===== config.mk =====
export PLATFORM = sky130hd
export DESIGN_NAME = hermes_injector
export DESIGN_NICKNAME = d
export VERILOG_FILES = /design/src/rtl/hermes_pkg.sv /design/src/rtl/hermes_flit_reg.sv /design/src/rtl/hermes_injector.sv
export SDC_FILE = /design/constraint.sdc
export NUM_CORES = 1
export LEC_CHECK = 0
export CELL_PAD_IN_SITES_DETAIL_PLACEMENT = 1
export CELL_PAD_IN_SITES_GLOBAL_PLACEMENT = 2
export CORE_MARGIN = 2
export CORE_UTILIZATION = 30
export CTS_CLUSTER_SIZE = 40
export DETAILED_ROUTE_END_ITERATION = 8
export PLACE_DENSITY_LB_ADDON = 0.2
export SYNTH_ARGS = -nofsm -noshare
export SYNTH_HDL_FRONTEND = slang
export SYNTH_HIERARCHICAL = 1
export SYNTH_SLANG_ARGS = --single-unit
export TNS_END_PERCENT = 10

===== constraint.sdc =====
create_clock -name clk_i -period 2.8 [get_ports clk_i]
set_input_delay 0.56 -clock clk_i [delete_from_list [all_inputs] [get_ports clk_i]]
set_output_delay 0.56 -clock clk_i [all_outputs]
set_load 0.02 [all_outputs]

===== src/rtl/hermes_pkg.sv =====
// Shared types and constants for the Hermes local-port packet injector.
package hermes_pkg;

  localparam int HERMES_MIN_FLIT_SIZE = 20;

  // One-hot framing states; any other encoding is treated as illegal.
  typedef enum logic [2:0] {
    ST_HEADER  = 3'b001,
    ST_SIZE    = 3'b010,
    ST_PAYLOAD = 3'b100
  } frame_state_e;

endpackage


===== src/rtl/hermes_flit_reg.sv =====
// Single-entry output register toward the router: holds one flit plus its
// valid bit and frees itself on credit, allowing reload in the delivery cycle.
module hermes_flit_reg #(
  parameter int FLIT_SIZE = 32
) (
  input  logic                 clk_i,
  input  logic                 rst_i,
  input  logic                 load_i,
  input  logic [FLIT_SIZE-1:0] data_i,
  input  logic                 credit_i,
  output logic                 tx_o,
  output logic [FLIT_SIZE-1:0] data_o,
  output logic                 ready_o
);

  logic                 tx_q, tx_d;
  logic [FLIT_SIZE-1:0] data_q, data_d;

  always_comb begin
    tx_d   = tx_q;
    data_d = data_q;
    if (load_i) begin
      tx_d   = 1'b1;
      data_d = data_i;
    end else if (tx_q && credit_i) begin
      tx_d   = 1'b0;
    end
  end

  always_ff @(posedge clk_i) begin
    if (rst_i) begin
      tx_q   <= 1'b0;
      data_q <= '0;
    end else begin
      tx_q   <= tx_d;
      data_q <= data_d;
    end
  end

  // Empty, or emptying this cycle, means a new flit can be taken.
  assign ready_o = !rst_i && (!tx_q || credit_i);
  assign tx_o    = tx_q;
  assign data_o  = data_q;

endmodule


===== src/rtl/hermes_injector.sv =====
// Hermes local-port packet injector: header/size/payload framing in front of
// a credit-based output register. Optional counters: HERMES_INJECTOR_STATS_EN.
module hermes_injector
  import hermes_pkg::*;
#(
  parameter int FLIT_SIZE = 32
) (
  input  logic                 clk_i,
  input  logic                 rst_i,
  input  logic                 pkt_valid_i,
  input  logic [FLIT_SIZE-1:0] pkt_data_i,
  output logic                 pkt_ready_o,
  output logic                 tx_o,
  output logic [FLIT_SIZE-1:0] data_o,
  input  logic                 credit_i,
  output logic                 busy_o,
  output logic                 err_o
`ifdef HERMES_INJECTOR_STATS_EN
  ,
  output logic [31:0]          pkt_cnt_o,
  output logic [31:0]          flit_cnt_o
`endif
);

  if (FLIT_SIZE < HERMES_MIN_FLIT_SIZE) begin : g_size_check
    $error("hermes_injector: FLIT_SIZE below minimum");
  end

  frame_state_e         state_q, state_d;
  logic [FLIT_SIZE-1:0] cnt_q, cnt_d;
  logic                 err_q, err_d;
  logic                 accept;

  assign accept = pkt_valid_i && pkt_ready_o;

  hermes_flit_reg #(
    .FLIT_SIZE(FLIT_SIZE)
  ) u_flit_reg (
    .clk_i    (clk_i),
    .rst_i    (rst_i),
    .load_i   (accept),
    .data_i   (pkt_data_i),
    .credit_i (credit_i),
    .tx_o     (tx_o),
    .data_o   (data_o),
    .ready_o  (pkt_ready_o)
  );

  always_comb begin
    state_d = state_q;
    cnt_d   = cnt_q;
    err_d   = 1'b0;
    case (state_q)
      ST_HEADER: begin
        if (accept) state_d = ST_SIZE;
      end
      ST_SIZE: begin
        if (accept) begin
          if (pkt_data_i == '0) begin
            state_d = ST_HEADER;
            err_d   = 1'b1;
          end else begin
            cnt_d   = pkt_data_i;
            state_d = ST_PAYLOAD;
          end
        end
      end
      ST_PAYLOAD: begin
        // The last payload flit leaves the counter at 1 rather than 0.
        if (accept) begin
          if (cnt_q <= FLIT_SIZE'(1)) state_d = ST_HEADER;
          else                        cnt_d   = cnt_q - FLIT_SIZE'(1);
        end
      end
      default: state_d = ST_HEADER;
    endcase
  end

  always_ff @(posedge clk_i) begin
    if (rst_i) begin
      state_q <= ST_HEADER;
      cnt_q   <= '0;
      err_q   <= 1'b0;
    end else begin
      state_q <= state_d;
      cnt_q   <= cnt_d;
      err_q   <= err_d;
    end
  end

  assign busy_o = (state_q != ST_HEADER) || tx_o;
  assign err_o  = err_q;

`ifdef HERMES_INJECTOR_STATS_EN
  logic [31:0] pkt_cnt_q, flit_cnt_q;
  logic        pkt_done;

  assign pkt_done = accept && (state_q != ST_HEADER) && (state_d == ST_HEADER);

  always_ff @(posedge clk_i) begin
    if (rst_i) begin
      pkt_cnt_q  <= '0;
      flit_cnt_q <= '0;
    end else begin
      if (pkt_done)          pkt_cnt_q  <= pkt_cnt_q + 32'd1;
      if (tx_o && credit_i)  flit_cnt_q <= flit_cnt_q + 32'd1;
    end
  end

  assign pkt_cnt_o  = pkt_cnt_q;
  assign flit_cnt_o = flit_cnt_q;
`endif

endmodule


* Yosys cells after proc, flatten, opt, wreduce, memory -nomap -nowiden
Index checks and enable logic that the tools add are counted.
** Storage, ports and cells
- Flip-flop bits (word level) :: 69
- Input bits :: 36
- Output and inout bits :: 36
- Logic and storage cells :: 46
** Operators by class
- $add $sub $neg :: 1
- Order comparisons :: 1
- Equality and inequality tests :: 10
- Multiplexer cells :: 14
- Bitwise operators :: 2
- Reductions and logical operators :: 13
** Operator list (number)
- two-way mux 32 bit :: 4
- case mux 32 bit (2 select lines) :: 1
- less-or-equal comparator 32 x 1 -> 1 bit (second input constant) :: 1
- logical NOT 32 bit :: 1
- subtractor 32 x 1 -> 32 bit (second input constant) :: 1
- two-way mux 3 bit :: 5
- != test 2 bit (second input constant) :: 6
- case mux 3 bit (3 select lines) :: 1
- AND reduction 5 bit :: 1
- AND reduction 4 bit :: 1
- nonzero test 2 bit :: 2
- == test 3 x 1 -> 1 bit (second input constant) :: 1
- == test 3 x 2 -> 1 bit (second input constant) :: 1
- == test 3 bit (second input constant) :: 1
- logical AND 1 bit :: 3
- two-way mux 1 bit :: 3
- != test 3 x 1 -> 1 bit (second input constant) :: 1
- OR reduction 3 bit :: 1
- logical NOT 1 bit :: 2
- logical OR 1 bit :: 2
- inverter 1 bit :: 2

* Longest topological paths before layout
Gate-level depths: netlist of run 1.
- Word-level depth :: 6
- Depth in mapped cells :: 10
- Gate-level depth less buffers :: 8

* By module
Netlist of run 1, hierarchy kept.
** By module, submodules not included
- hermes_injector :: times used 1, cells an instance 347, area an instance 2384.8 um2, seq. area each 720.7 um2
- hermes_flit_reg :: times used 1, cells an instance 109, area an instance 1211.2 um2, seq. area each 660.6 um2

* Least setup slack after synthesis of run 1
No wires, ideal clock.
- Kind :: input to register
- Start point :: in rst_i
- End point :: reg cnt_q[22]
- Library setup time :: 70 ps
- Arrival time :: 2517 ps
- Data required time :: 2730 ps
- Slack :: 213 ps
- Stages :: 8
- Buffers on the path :: 2
- Path through :: buf_2 > nor2b_1 > nand2_1 > or3_1 > o22ai_1 > clkbuf_1 > nand2_1 > a21oi_1
** Between the ends
- Longest elaborated chain between the ends :: 5
- Elaborated cells on any way between the ends :: 6
- Classes of those cells :: eq/ne: 2; reduce/logical: 4
** RTL lines
- from (decl) :: RTL line hermes_injector.sv:9 : input logic rst_i,
- logical NOT 1 bit (*) :: RTL line hermes_flit_reg.sv:41 : assign ready_o = !rst_i && (!tx_q || credit_i);
- logical AND 1 bit (*) :: RTL line hermes_flit_reg.sv:41
- named net pkt_ready_o :: RTL line hermes_injector.sv:12 : output logic pkt_ready_o,
- logical AND 1 bit (*) :: RTL line hermes_injector.sv:34 : assign accept = pkt_valid_i && pkt_ready_o;
- != test 2 bit (no line)
- AND reduction 5 bit (no line) (*)
- to (signal assigned) :: RTL line hermes_injector.sv:86 : cnt_q <= cnt_d;
- to (decl) :: RTL line hermes_injector.sv:30 : logic [FLIT_SIZE-1:0] cnt_q, cnt_d;
The timed path passes the listed nets; every way through them passes the cells marked *.
A chain may end at the register's enable or synchronous reset.

* Worst setup path after layout of run 1
- Start point :: reg cnt_q[17]
- End point :: reg cnt_q[25]
** Between the ends
- Longest elaborated chain between the ends :: 4
- Elaborated cells on any way between the ends :: 7
- Classes of those cells :: add/sub: 1; order compare: 1; eq/ne: 1; mux: 3; reduce/logical: 1
** RTL lines
- subtractor 32 x 1 -> 32 bit :: RTL line hermes_injector.sv:72 : else cnt_d = cnt_q - FLIT_SIZE'(1);
- two-way mux 32 bit :: RTL line hermes_injector.sv:71 : if (cnt_q <= FLIT_SIZE'(1)) state_d = ST_HEADER;
- two-way mux 32 bit :: RTL line hermes_injector.sv:70 : if (accept) begin
- case mux 32 bit (2 select lines) :: RTL line hermes_injector.sv:53 : case (state_q)
Several ways; a longest one is shown, not always the timed one. The select of a mux whose other input is x is not followed.

==> impl_metrics.yaml, run 1 <==
status:
  status: "complete, no violations"
hold_path:
  min_path_type: "reg2reg"
  min_from: "cnt_q[15]$_SDFFE_PP0P_"
  hold_path_depth: 2
  hold_path_end: "cnt_q[15]$_SDFFE_PP0P_"
run:
  max_cap_viol_count: 0
power_and_ir_drop:
  p_per_area_mw_per_mm2: 497
  irDropWorstVdd_v: 0.000330
  p_leak_nw: 1.81
  p_int_w: 0.00180
  power_switching_w: 0.000568
  switching_share_pct: 24.0
  clkPwrFrac_pct: 44.7
  pwr-share-comb_pct: 12.1
  power_frac_seq_pct: 43.2
timing:
  fin_crit_sh_pct: 93.9
  tightestPinTransition_ns: 0.789
  grt_setup_unrepaired: "no"
  finalHoldViolations: 0
  finalClockSkew_ns: 0.00928
  min_period_ns: 2.63
  setup_viol: 0
  setup_tns_ns: 0
  timing.fmax_mhz: 380
  drv_slew: 0
  fin_ws_ns: 0.170
  max_slew_margin_pct: 47.4
finish:
  layout.nets: 567
  nFillCells: 1389
  synthToLayoutAreaGrowth_pct: 32.6
  seqCellArea_mm2: 0.00138
  design_area_mm2: 0.00477
  multi_input_area_mm2: 0.00198
  antenna_cells: 0
  final_cells: 677
  drive_gt1_share_pct: 8.43
critical_path:
  start_kind: "flop"
  cp.required_ns: 3.06
  crit_buf_inv: 1
  rr_endpoint: "cnt_q[25]$_SDFFE_PP0P_"
  r2r_start: "cnt_q[17]$_SDFFE_PP0P_"
  endpoint_kind: "flop"
  crit_slowest_cell: "or4_4"
  critPathMaxStageDelay_ns: 0.58
  cp_top_family: "simple AND/OR/NAND/NOR gates"
  crit_chain: "or4_1 -> or4_4 -> nor4_4 -> o22a_1 -> buf_4 -> o21ai_0 -> a21oi_1"
  worstSetupPathType: "reg2reg"
  worstPathArrival_ns: 2.89
  rrSetupSlack_ns: 0.17
  r2r_cells: 7
  cp_max_fo: 13
cts:
  cts-root-buf: "clkbuf_16"
  cts_max_level: 3
  clock_path_buffers: 2
  clock_latency_ns: 0.34
  cts_hold_buf: 0
  path_clk_slew_ns: 0.06
  cts-resized-gates: 0
  postCtsSetupBuffers: 0
  cts_buffers: 9
  cts.sinks: 69
  cts_tree: "built"
synth:
  synth_top_area_share_pct: 38.4
  synth-main-ff-cell: "dfxtp_1"
  syn_avg_cell_area_um2: 7.89
  synth_largest_area_cell: "dfxtp_1"
  ys_types: 44
  synth_warnings: 6
  syn_inst: 456
  ys_ff_latch: 69
  synth-seq-area-share_pct: 38.4
  async_flop_share_pct: 0
  syn_nets: 494
  synth_edf_count: 0
  synthesis.area_mm2: 0.00360
  synth_area_leaders: "dfxtp_1 38%, mux2i_1 8.9%, nor2_1 7.0%, nand2_1 6.5%, a21oi_1 5.8%"
floorplan:
  dieHeight_um: 113
  core_area_mm2: 0.0116
  rows: 39
  die-width_um: 113
  io_pins: 72
  dieArea_mm2: 0.0129
  initial_core_util_pct: 31.1
global_route:
  grt.overflow.total: 0
  grt_pass1_vias: 3485
  grt_start_max_net_pins: 74
  track_usage_pct: 17.4
  grt_pass1_wl_um: 17900
  antenna_found_initial: 0
placement:
  dp_cells: 661
  pre_cts_ws_ns: -0.113
  dpl_cell_area_mm2: 0.00450
  place_hpwl_um: 7240
  place_congestion: 0.748
  place.port_buffers: 71
routing:
  dr.pass1.iters: 4
  num_vias: 3573
  detail_route.iter0.violations: 103
  avgViaCountPerCell: 5.28
  avgRoutedWirePerCell_um: 15.9
  drc: 0
  ant_nets: 0
  drt-total-wl_um: 10800
## placed cells by master (no fill, tap or decap), drive strengths merged, types with 9 or more instances in the layout
cell / n
clkdlybuf4s50: 70
dfxtp: 69
nor2: 67
nand2: 62
a21oi: 42
o21ai: 37
mux2i: 32
buf: 24
nor4: 19
clkbuf: 15
nor3: 9
## tightest hold or removal path, stage by stage (launching register included)
cell and delay [ns]:
dfxtp_1 0.30, o21ai_1 0.07, a21oi_1 0.06
## how the worst max path moves through the flow
stage,from,end,slack (ns),cells after the start
final,cnt_q[17]$_SDFFE_PP0P_,cnt_q[25]$_SDFFE_PP0P_,0.17,7
after global routing,cnt_q[17]$_SDFFE_PP0P_,cnt_q[23]$_SDFFE_PP0P_,0.02,7
after CTS,cnt_q[17]$_SDFFE_PP0P_,cnt_q[25]$_SDFFE_PP0P_,0.14,7
after detailed placement,pkt_data_i[11],cnt_q[25]$_SDFFE_PP0P_,-0.11,10
after global placement,pkt_data_i[11],cnt_q[25]$_SDFFE_PP0P_,-0.07,10
after floorplan,rst_i,cnt_q[22]$_SDFFE_PP0P_,0.21,8
## power by group through the flow
stage / sequential [W] / combinational, W / clock [W]
finish: 0.00102 / 0.000287 / 0.00106
global route: 0.00103 / 0.000312 / 0.00114
CTS: 0.00102 / 0.000292 / 0.00110
detailed placement: 0.00104 / 0.000291 / 0
global placement: 0.00104 / 0.000289 / 0
floorplan: 0.00107 / 0.000120 / 0
## routing by layer
layer / global-route usage, % / vias to the layer above / part of all wire, %
met2: 29.2 / 47 / 49
met4: 6.42 / 0 / 1.2
met1: 22.1 / 1750 / 47
met5: 0 / - / 0
li1: - / 1768 / -
met3: 3.67 / 8 / 2.6
## cells by family after synthesis
group | count (synthesis) | synth area share, %
AOI/OAI and AO/OA | 118 | 19.8
and+or+nand+nor | 196 | 25.5
adders and majority gates | 2 | 0.696
DFF | 69 | 38.4
buffers and inverters | 39 | 6.72
muxes | 32 | 8.91
## flip-flops by register name, summed over array words and instances (netlist names)
name / cells
cnt_q: 32
u_flit_reg/data_o: 32
state_q: 3
err_o: 1
u_flit_reg/tx_o: 1
## area by class of cell
type,instances,share of cell area (%)
Inverter,7,0.551
Tap cell,143,3.75
Multi-Input combinational cell,348,41.6
Sequential cell,69,29.0
Clock inverter,1,0.105
Clock buffer,15,5.61
Timing Repair Buffer,94,19.5
## per-stage QoR
| stage | total power (W) | utilization, % | hold slack, ns |
|---|---|---|---|
| 2_1_floorplan | 0.00119 | - | 0.448 |
| 3_3_place_gp | 0.00133 | 38.9 | 0.459 |
| 3_5_place_dp | 0.00134 | 38.9 | 0.475 |
| 4_1_cts | 0.00241 | 41.2 | 0.480 |
| 5_1_grt | 0.00248 | 41.2 | 0.512 |
| 6_report | 0.00237 | 41.2 | 0.483 |
## synthesized netlist by cell type (4+ instances only)
cell and number:
inv_1 7, o31ai_1 5, nand3_1 7, nand4_1 6
buf_2 4, buf_6 5, or3_1 7, o21ai_0 12
nor2_1 67, o21a_1 4, o41ai_1 5, a22o_1 5
a21oi_1 42, dfxtp_1 69, clkbuf_1 19, nor4_1 17
a21o_1 5, o21ai_1 25, nor3_1 9, nand2b_1 5
nand2_1 62, o31a_1 4, mux2i_1 32
Note: power is estimated with default switching activity, not from simulation.
==> run 2, diff against run 1 <==
--- a/config.mk
+++ b/config.mk
@@ -9,9 +9,11 @@
 export CELL_PAD_IN_SITES_GLOBAL_PLACEMENT = 2
 export CORE_MARGIN = 2
 export CORE_UTILIZATION = 30
+export CTS_CLUSTER_DIAMETER = 50
 export CTS_CLUSTER_SIZE = 40
 export DETAILED_ROUTE_END_ITERATION = 8
 export PLACE_DENSITY_LB_ADDON = 0.2
+export REMOVE_ABC_BUFFERS = 1
 export SYNTH_ARGS = -nofsm -noshare
 export SYNTH_HDL_FRONTEND = slang
 export SYNTH_HIERARCHICAL = 1
==> run 2 against run 1 <==
  * Clock-buffer cell count stayed put
  * Critical endpoint is now cnt_q[6]$_SDFFE_PP0P_
  * Sequential power hardly changed
  * Sequential cell count stayed put
==> impl_metrics.yaml, run 2 (same netlist as run 1, synthesis figures left out) <==
critical_path:
  worstSetupPathType: "reg2reg"
  worstPathArrival_ns: 2.87
  rr_endpoint: "cnt_q[6]$_SDFFE_PP0P_"
  cp_max_fo: 10
  r2r_cells: 8
  cp.required_ns: 3.07
  start_kind: "flop"
  r2r_start: "cnt_q[17]$_SDFFE_PP0P_"
  endpoint_kind: "flop"
  rrSetupSlack_ns: 0.20
finish:
  final_common_cell: "clkdlybuf4s50_1"
  final_cells: 685
  synthToLayoutAreaGrowth_pct: 35.7
  nFillCells: 1414
  antenna_cells: 0
  layout.nets: 575
  final_cell_mix: "70 x clkdlybuf4s50_1, 69 x dfxtp_1, 67 x nor2_1"
  post-route-util_pct: 42.2
  drive_gt1_share_pct: 9.78
  design_area_mm2: 0.00488
timing:
  timing.fmax_mhz: 385
  finalHoldViolations: 0
  max_slew_margin_pct: 63.5
  fin_crit_sh_pct: 92.8
  finalClockSkew_ns: 0.00633
  tightestPinTransition_ns: 0.542
  hold_ws_ns: 0.491
  drv_slew: 0
  setup_viol: 0
  grt_setup_unrepaired: "no"
  min_period_ns: 2.60
routing:
  avgRoutedWirePerCell_um: 16.4
  drc: 0
  ant_nets: 0
  avgViaCountPerCell: 5.26
  dr.pass1.iters: 4
  detail_route.iter0.violations: 166
  drt-total-wl_um: 11200
  num_vias: 3603
power_and_ir_drop:
  p_per_area_mw_per_mm2: 488
  power_w: 0.00238
  irDropWorstVdd_v: 0.000339
  p_leak_nw: 1.87
cts:
  cts_tree: "built"
  cts_max_level: 3
  cts-root-buf: "clkbuf_16"
  cts-resized-gates: 0
  cts.sinks: 69
  path_clk_slew_ns: 0.06
  clock_latency_ns: 0.34
  postCtsSetupBuffers: 0
  cts_buffers: 9
  clock_path_buffers: 2
  cts_hold_buf: 0
floorplan:
  die-width_um: 113
  io_pins: 72
  dieArea_mm2: 0.0129
  initial_core_util_pct: 31.1
  core_area_mm2: 0.0116
  rows: 39
  dieHeight_um: 113
placement:
  dp_cells: 669
  place_congestion: 0.802
  dpl_cell_area_mm2: 0.00461
  place_hpwl_um: 7780
  place.port_buffers: 71
run:
  max_cap_viol_count: 0
hold_path:
  min_path_type: "reg2reg"
  min_from: "cnt_q[21]$_SDFFE_PP0P_"
  hold_path_depth: 2
  hold_path_end: "cnt_q[21]$_SDFFE_PP0P_"
global_route:
  grt_start_max_net_pins: 74
  grt_pass1_wl_um: 18500
  track_usage_pct: 18.3
  antenna_found_initial: 0
  grt_pass1_vias: 3606
  grt.overflow.total: 0
status:
  status: "complete, no violations"
[run 2: critical path, stage by stage, from the launching register on]
cell     delay [ns]
dfxtp_1        0.36
or4_1          0.57
or4_4          0.57
nor4_4         0.30
o22a_1         0.22
buf_12         0.16
buf_12         0.12
o21ai_1        0.07
a21oi_1        0.16
[run 2: per-stage QoR]
step	setup slack (ns)	TNS [ns]
floorplan	-1.12	-28.53
global placement	-0.0615	-1.31
detailed placement	-0.122	-2.46
CTS	0.175	0
global route	0.0426	0
finish	0.201	0
[run 2: area by class of cell]
cell class | count | area [µm²] | area share (%)
repair buffers | 102 | 1040 | 21.3
clock inverters | 1 | 5.00 | 0.103
multi-input cells | 348 | 1980 | 40.6
inverters | 7 | 26.3 | 0.538
well taps | 143 | 179 | 3.67
flip-flops and latches | 69 | 1380 | 28.3
clock buffers | 15 | 268 | 5.49
[run 2: where the power goes]
group	internal [W]	leakage (nW)	switching, W	total (W)
clock	0.000648	0.134	0.000417	0.00106
combinational	0.000150	1.17	0.000146	0.000296
sequential	0.00101	0.560	0.0000142	0.00102
[run 2: metal layers]
metal,track usage (%),routed length [µm]
met2,30.4,5280
met1,23.4,5280
met5,0,0
met4,5.04,133
met3,5.37,542
[run 2: how the worst max path moves through the flow]
stage	endpoint	slack, ns	depth (start not counted)	start
2_1_floorplan	cnt_q[20]$_SDFFE_PP0P_	-1.12	8	credit_i
3_3_place_gp	cnt_q[26]$_SDFFE_PP0P_	-0.06	11	pkt_data_i[18]
3_5_place_dp	cnt_q[6]$_SDFFE_PP0P_	-0.12	10	pkt_data_i[11]
4_1_cts	cnt_q[6]$_SDFFE_PP0P_	0.18	8	cnt_q[17]$_SDFFE_PP0P_
5_1_grt	cnt_q[31]$_SDFFE_PP0P_	0.04	8	cnt_q[17]$_SDFFE_PP0P_
6_report	cnt_q[6]$_SDFFE_PP0P_	0.20	8	cnt_q[17]$_SDFFE_PP0P_
==> run 3, diff against run 2 <==
--- a/config.mk
+++ b/config.mk
@@ -13,6 +13,7 @@
 export CTS_CLUSTER_SIZE = 40
 export DETAILED_ROUTE_END_ITERATION = 8
 export PLACE_DENSITY_LB_ADDON = 0.2
+export RECOVER_POWER = 25
 export REMOVE_ABC_BUFFERS = 1
 export SYNTH_ARGS = -nofsm -noshare
 export SYNTH_HDL_FRONTEND = slang
==> run 3 against run 2 <==
  * Global-route usage stayed put
  * Sequential power hardly changed
  * Routed wire length hardly changed
  * Clock power hardly changed
  * Final cell count stayed put
  * Critical path depth stayed put
  * Sequential cell count stayed put
  * Die area stayed put
  * Core utilization stayed put
  * Via count is 0.31% lower
  * Sequential share of layout area stayed put
  * Clock skew hardly changed
  * Largest power group unchanged
==> impl_metrics.yaml, run 3 (same netlist as run 1, synthesis figures left out) <==
status:
  status: "complete, no violations"
hold_path:
  min_path_type: "reg2reg"
critical_path:
  crit_slowest_cell: "or4_1"
  cp_max_fo: 10
  crit_buf_inv: 2
  cp.required_ns: 3.07
  cpMostUsedCell: "buf_12"
  cp_top_family: "simple AND/OR/NAND/NOR gates"
  endpoint_kind: "flop"
  crit_chain: "or4_1 -> or4_4 -> nor4_4 -> o22a_1 -> buf_12 -> buf_12 -> o21ai_1 -> a21oi_1"
  worstPathArrival_ns: 2.87
  critPathMaxStageDelay_ns: 0.57
  worstSetupPathType: "reg2reg"
  start_kind: "flop"
cts:
  cts-resized-gates: 0
  clock_path_buffers: 2
  cts_hold_buf: 0
  postCtsSetupBuffers: 0
  clock_latency_ns: 0.34
  cts_buffers: 9
  cts_tree: "built"
  cts_max_level: 3
  cts.sinks: 69
  cts-root-buf: "clkbuf_16"
  path_clk_slew_ns: 0.05
global_route:
  grt_pass1_wl_um: 18500
  track_usage_pct: 18.3
  grt.overflow.total: 0
  grt_pass1_vias: 3606
  antenna_found_initial: 0
  grt_start_max_net_pins: 74
placement:
  dp_cells: 669
  place_congestion: 0.802
  place_hpwl_um: 7780
  place.port_buffers: 71
timing:
  grt_setup_unrepaired: "no"
  drv_slew: 0
  min_period_ns: 2.60
  tightestPinTransition_ns: 0.538
  finalHoldViolations: 0
  finalClockSkew_ns: 0.00633
  timing.fmax_mhz: 385
  setup_viol: 0
  setup_tns_ns: 0
  fin_crit_sh_pct: 92.7
  max_slew_margin_pct: 63.8
finish:
  drive_gt1_share_pct: 9.78
  seqCellArea_mm2: 0.00138
  final_cell_mix: "69 x dfxtp_1, 67 x nor2_1, 61 x nand2_1"
  antenna_cells: 0
  layout.nets: 575
  nFillCells: 1414
  multi_input_area_mm2: 0.00198
  synthToLayoutAreaGrowth_pct: 35.7
  final_common_cell: "dfxtp_1"
  final_cells: 685
floorplan:
  initial_core_util_pct: 31.1
  rows: 39
  dieArea_mm2: 0.0129
  core_area_mm2: 0.0116
  io_pins: 72
  die-width_um: 113
  dieHeight_um: 113
routing:
  dr.pass1.iters: 4
  avgViaCountPerCell: 5.24
  ant_nets: 0
  drc: 0
  avgRoutedWirePerCell_um: 16.4
  detail_route.iter0.violations: 153
  drt-total-wl_um: 11200
  num_vias: 3592
power_and_ir_drop:
  power_w: 0.00238
  p_per_area_mw_per_mm2: 487
  irDropWorstVdd_v: 0.000338
  p_leak_nw: 1.95
run:
  max_cap_viol_count: 0
==> run 3: changes by cell type in the layout (fill, tap and decap cells not counted), sizes merged <==
cell | previous run | this run
clkdlybuf4s50 | 70 | 44
dlygate4sd3 | 0 | 26
==> run 3: cell type report <==
class                   instances  area share, %
repair buffers                102           21.3
flip-flops and latches         69           28.3
multi-input cells             348           40.6
clock buffers                  15           5.49
well taps                     143           3.67
inverters                       7          0.538
clock inverters                 1          0.103
==> run 3: final timing paths <==
check,start,end,slack [ns],cells past startpoint
worst max-delay path,cnt_q[17]$_SDFFE_PP0P_,cnt_q[6]$_SDFFE_PP0P_,0.20,8
worst min-delay path,u_flit_reg/data_o[29]$_SDFFE_PP0P_,u_flit_reg/data_o[29]$_SDFFE_PP0P_,0.49,2
worst max register to register,cnt_q[17]$_SDFFE_PP0P_,cnt_q[6]$_SDFFE_PP0P_,0.20,8
worst min register to register,u_flit_reg/data_o[29]$_SDFFE_PP0P_,u_flit_reg/data_o[29]$_SDFFE_PP0P_,0.49,2
==> run 3: power breakdown <==
part / switching, W / internal (W) / total (W)
clock network: 0.000416 / 0.000648 / 0.00106
logic: 0.000146 / 0.000144 / 0.000290
registers: 0.0000134 / 0.00101 / 0.00102
==> run 3: per-layer routing <==
layer	vias up	global-route usage (%)	wire, µm
met4	0	5.04	133
met2	62	30.4	5270
met5	-	0	0
met3	12	5.37	545
li1	1778	-	-
met1	1740	23.4	5280
==> run 3: per-stage QoR <==
stage / hold slack, ns / area, µm² / setup slack, ns / util [%]
2_1_floorplan: 0.443 / 3380 / -1.12 / -
3_3_place_gp: 0.463 / 4610 / -0.0615 / 39.8
3_5_place_dp: 0.484 / 4610 / -0.122 / 39.8
4_1_cts: 0.493 / 4880 / 0.175 / 42.2
5_1_grt: 0.528 / 4880 / 0.0426 / 42.2
6_report: 0.486 / 4880 / 0.204 / 42.2
==> run 3: worst register-to-register path, cell delays in order, from the launching register on <==
cell     delay [ns]
dfxtp_1        0.36
or4_1          0.57
or4_4          0.57
nor4_4         0.30
o22a_1         0.22
buf_12         0.16
buf_12         0.12
o21ai_1        0.07
a21oi_1        0.16
==> variant, RTL diff (config.mk and constraints of run 1) <==
Register the output `err_o` once more, cleared by the reset; this adds one clock of latency there. The other outputs are not delayed to match.
--- a/src/rtl/hermes_injector.sv
+++ b/src/rtl/hermes_injector.sv
@@ -89,7 +89,13 @@
   end
 
   assign busy_o = (state_q != ST_HEADER) || tx_o;
-  assign err_o  = err_q;
+  always_ff @(posedge clk_i) begin
+    if (rst_i) begin
+      err_o <= '0;
+    end else begin
+      err_o <= err_q;
+    end
+  end
 
 `ifdef HERMES_INJECTOR_STATS_EN
   logic [31:0] pkt_cnt_q, flit_cnt_q;
Check against the original RTL: not equivalent (a bounded check fails within 4 cycles, from zero or initial values and one cycle with rst_i high).
==> variant against run 1 <==
The run now ends with design-rule violations left. Total power up 8.7%. Setup slack better by 0.13 ns. Worst hold slack worse by 0.027 ns. Synthesized cell count down 3.1%. Final area up 3.4%. Critical endpoint is now pkt_ready_o. Via count down 1.5%. Routed wire length up 13%. Sequential cell count up 1. Area after synthesis down 1.0%.
==> variant: results <==
set metrics [dict create \
    cellLeakagePower_nw 1.88 \
    drc 4 \
    die_area_um2 12700 \
    cp.arrival_ns 1.94 \
    vdd_drop_max_mv 0.229 \
    status "complete, but fails checks" \
    grt_pass1_vias 3658 \
    place_hpwl_mm 8.79 \
    slowest_delay_ns 0.63 \
    yosysSeqAreaShare_pct 39.4 \
    nFillCells 1366 \
    synth_common_cells "70 x dfxtp_1, 59 x nand2_1, 53 x nor2_1" \
    critical-path-top-delay-family "buffers and inverters" \
    violations "design-rule violations" \
    synthTopCellsByArea "dfxtp_1 39%, mux2i_1 9.0%, a21oi_1 6.3%" \
    place.gp.congestion 0.798 \
    crit_path_max_fanout 2 \
    met3_usage_pct 3.59 \
    layout-drive-gt1-share_pct 13.2 \
    dr.first_iter.drc_count 137 \
    grt_pass1_wl_mm 19.6 \
    use_met1_pct 23.9 \
    gr-usage-all-layers_pct 19.7 \
    critPathSlowestCell "clkdlybuf4s50_1" \
    slew_headroom_pct 46.5 \
    wl_per_cell_um 17.9 \
    synth_nets 480 \
    skew_ns 0.00493 \
]
-- variant: final timing paths --
check,slack (ns),depth (start not counted),startpoint,to
setup / recovery,0.30,4,credit_i,pkt_ready_o
hold / removal,0.46,1,err_q,err_o
setup reg to reg,0.36,7,cnt_q[26],cnt_q[7]
hold reg to reg,0.46,1,err_q,err_o
-- variant: cells by family after synthesis --
| family | count (synthesis) | synth area share [%] |
|---|---|---|
| AND/OR/NAND/NOR | 180 | 24.7 |
| AO/OA/AOI/OAI | 121 | 20.0 |
| flip-flops | 70 | 39.4 |
| buffers and inverters | 37 | 6.15 |
| multiplexers | 32 | 9.00 |
| adder cells (fa/ha/maj) | 2 | 0.703 |
-- variant: cell type report --
type / instances / area [µm²] / share of cell area, %
multi-input combinational: 335 / 1950 / 39.5
sequential: 70 / 1400 / 28.4
timing repair buffer: 112 / 1060 / 21.6
clock buffer: 12 / 246 / 5.00
tap: 143 / 179 / 3.63
clock inverter: 4 / 70.1 / 1.42
inverter: 6 / 22.5 / 0.457
-- variant: routing by layer --
layer	part of all wire, %	routed length, µm	up-vias
met4	1.4	165	0
met3	2.7	328	12
met2	52	6320	46
met1	44	5370	1700
met5	0	0	-
li1	-	-	1760
-- variant: metrics by stage --
step | utilization, % | instance area, µm² | total power, mW | std cells | worst slack (ns)
floorplan | - | 3560 | 1.20 | 442 | 0.240
global placement | 40.1 | 4610 | 1.38 | 666 | 0.0588
detailed placement | 40.1 | 4610 | 1.38 | 666 | 0.00468
CTS | 42.8 | 4930 | 2.62 | 682 | 0.301
global route | 42.8 | 4930 | 2.68 | 682 | 0.218
finish | 42.8 | 4930 | 2.58 | 682 | 0.301
-- variant: where the power goes --
group / leakage, nW / switching [mW] / internal, mW / total [mW]
combinational: 1.15 / 0.157 / 0.159 / 0.316
sequential: 0.568 / 0.0143 / 1.02 / 1.04
clock: 0.157 / 0.421 / 0.802 / 1.22
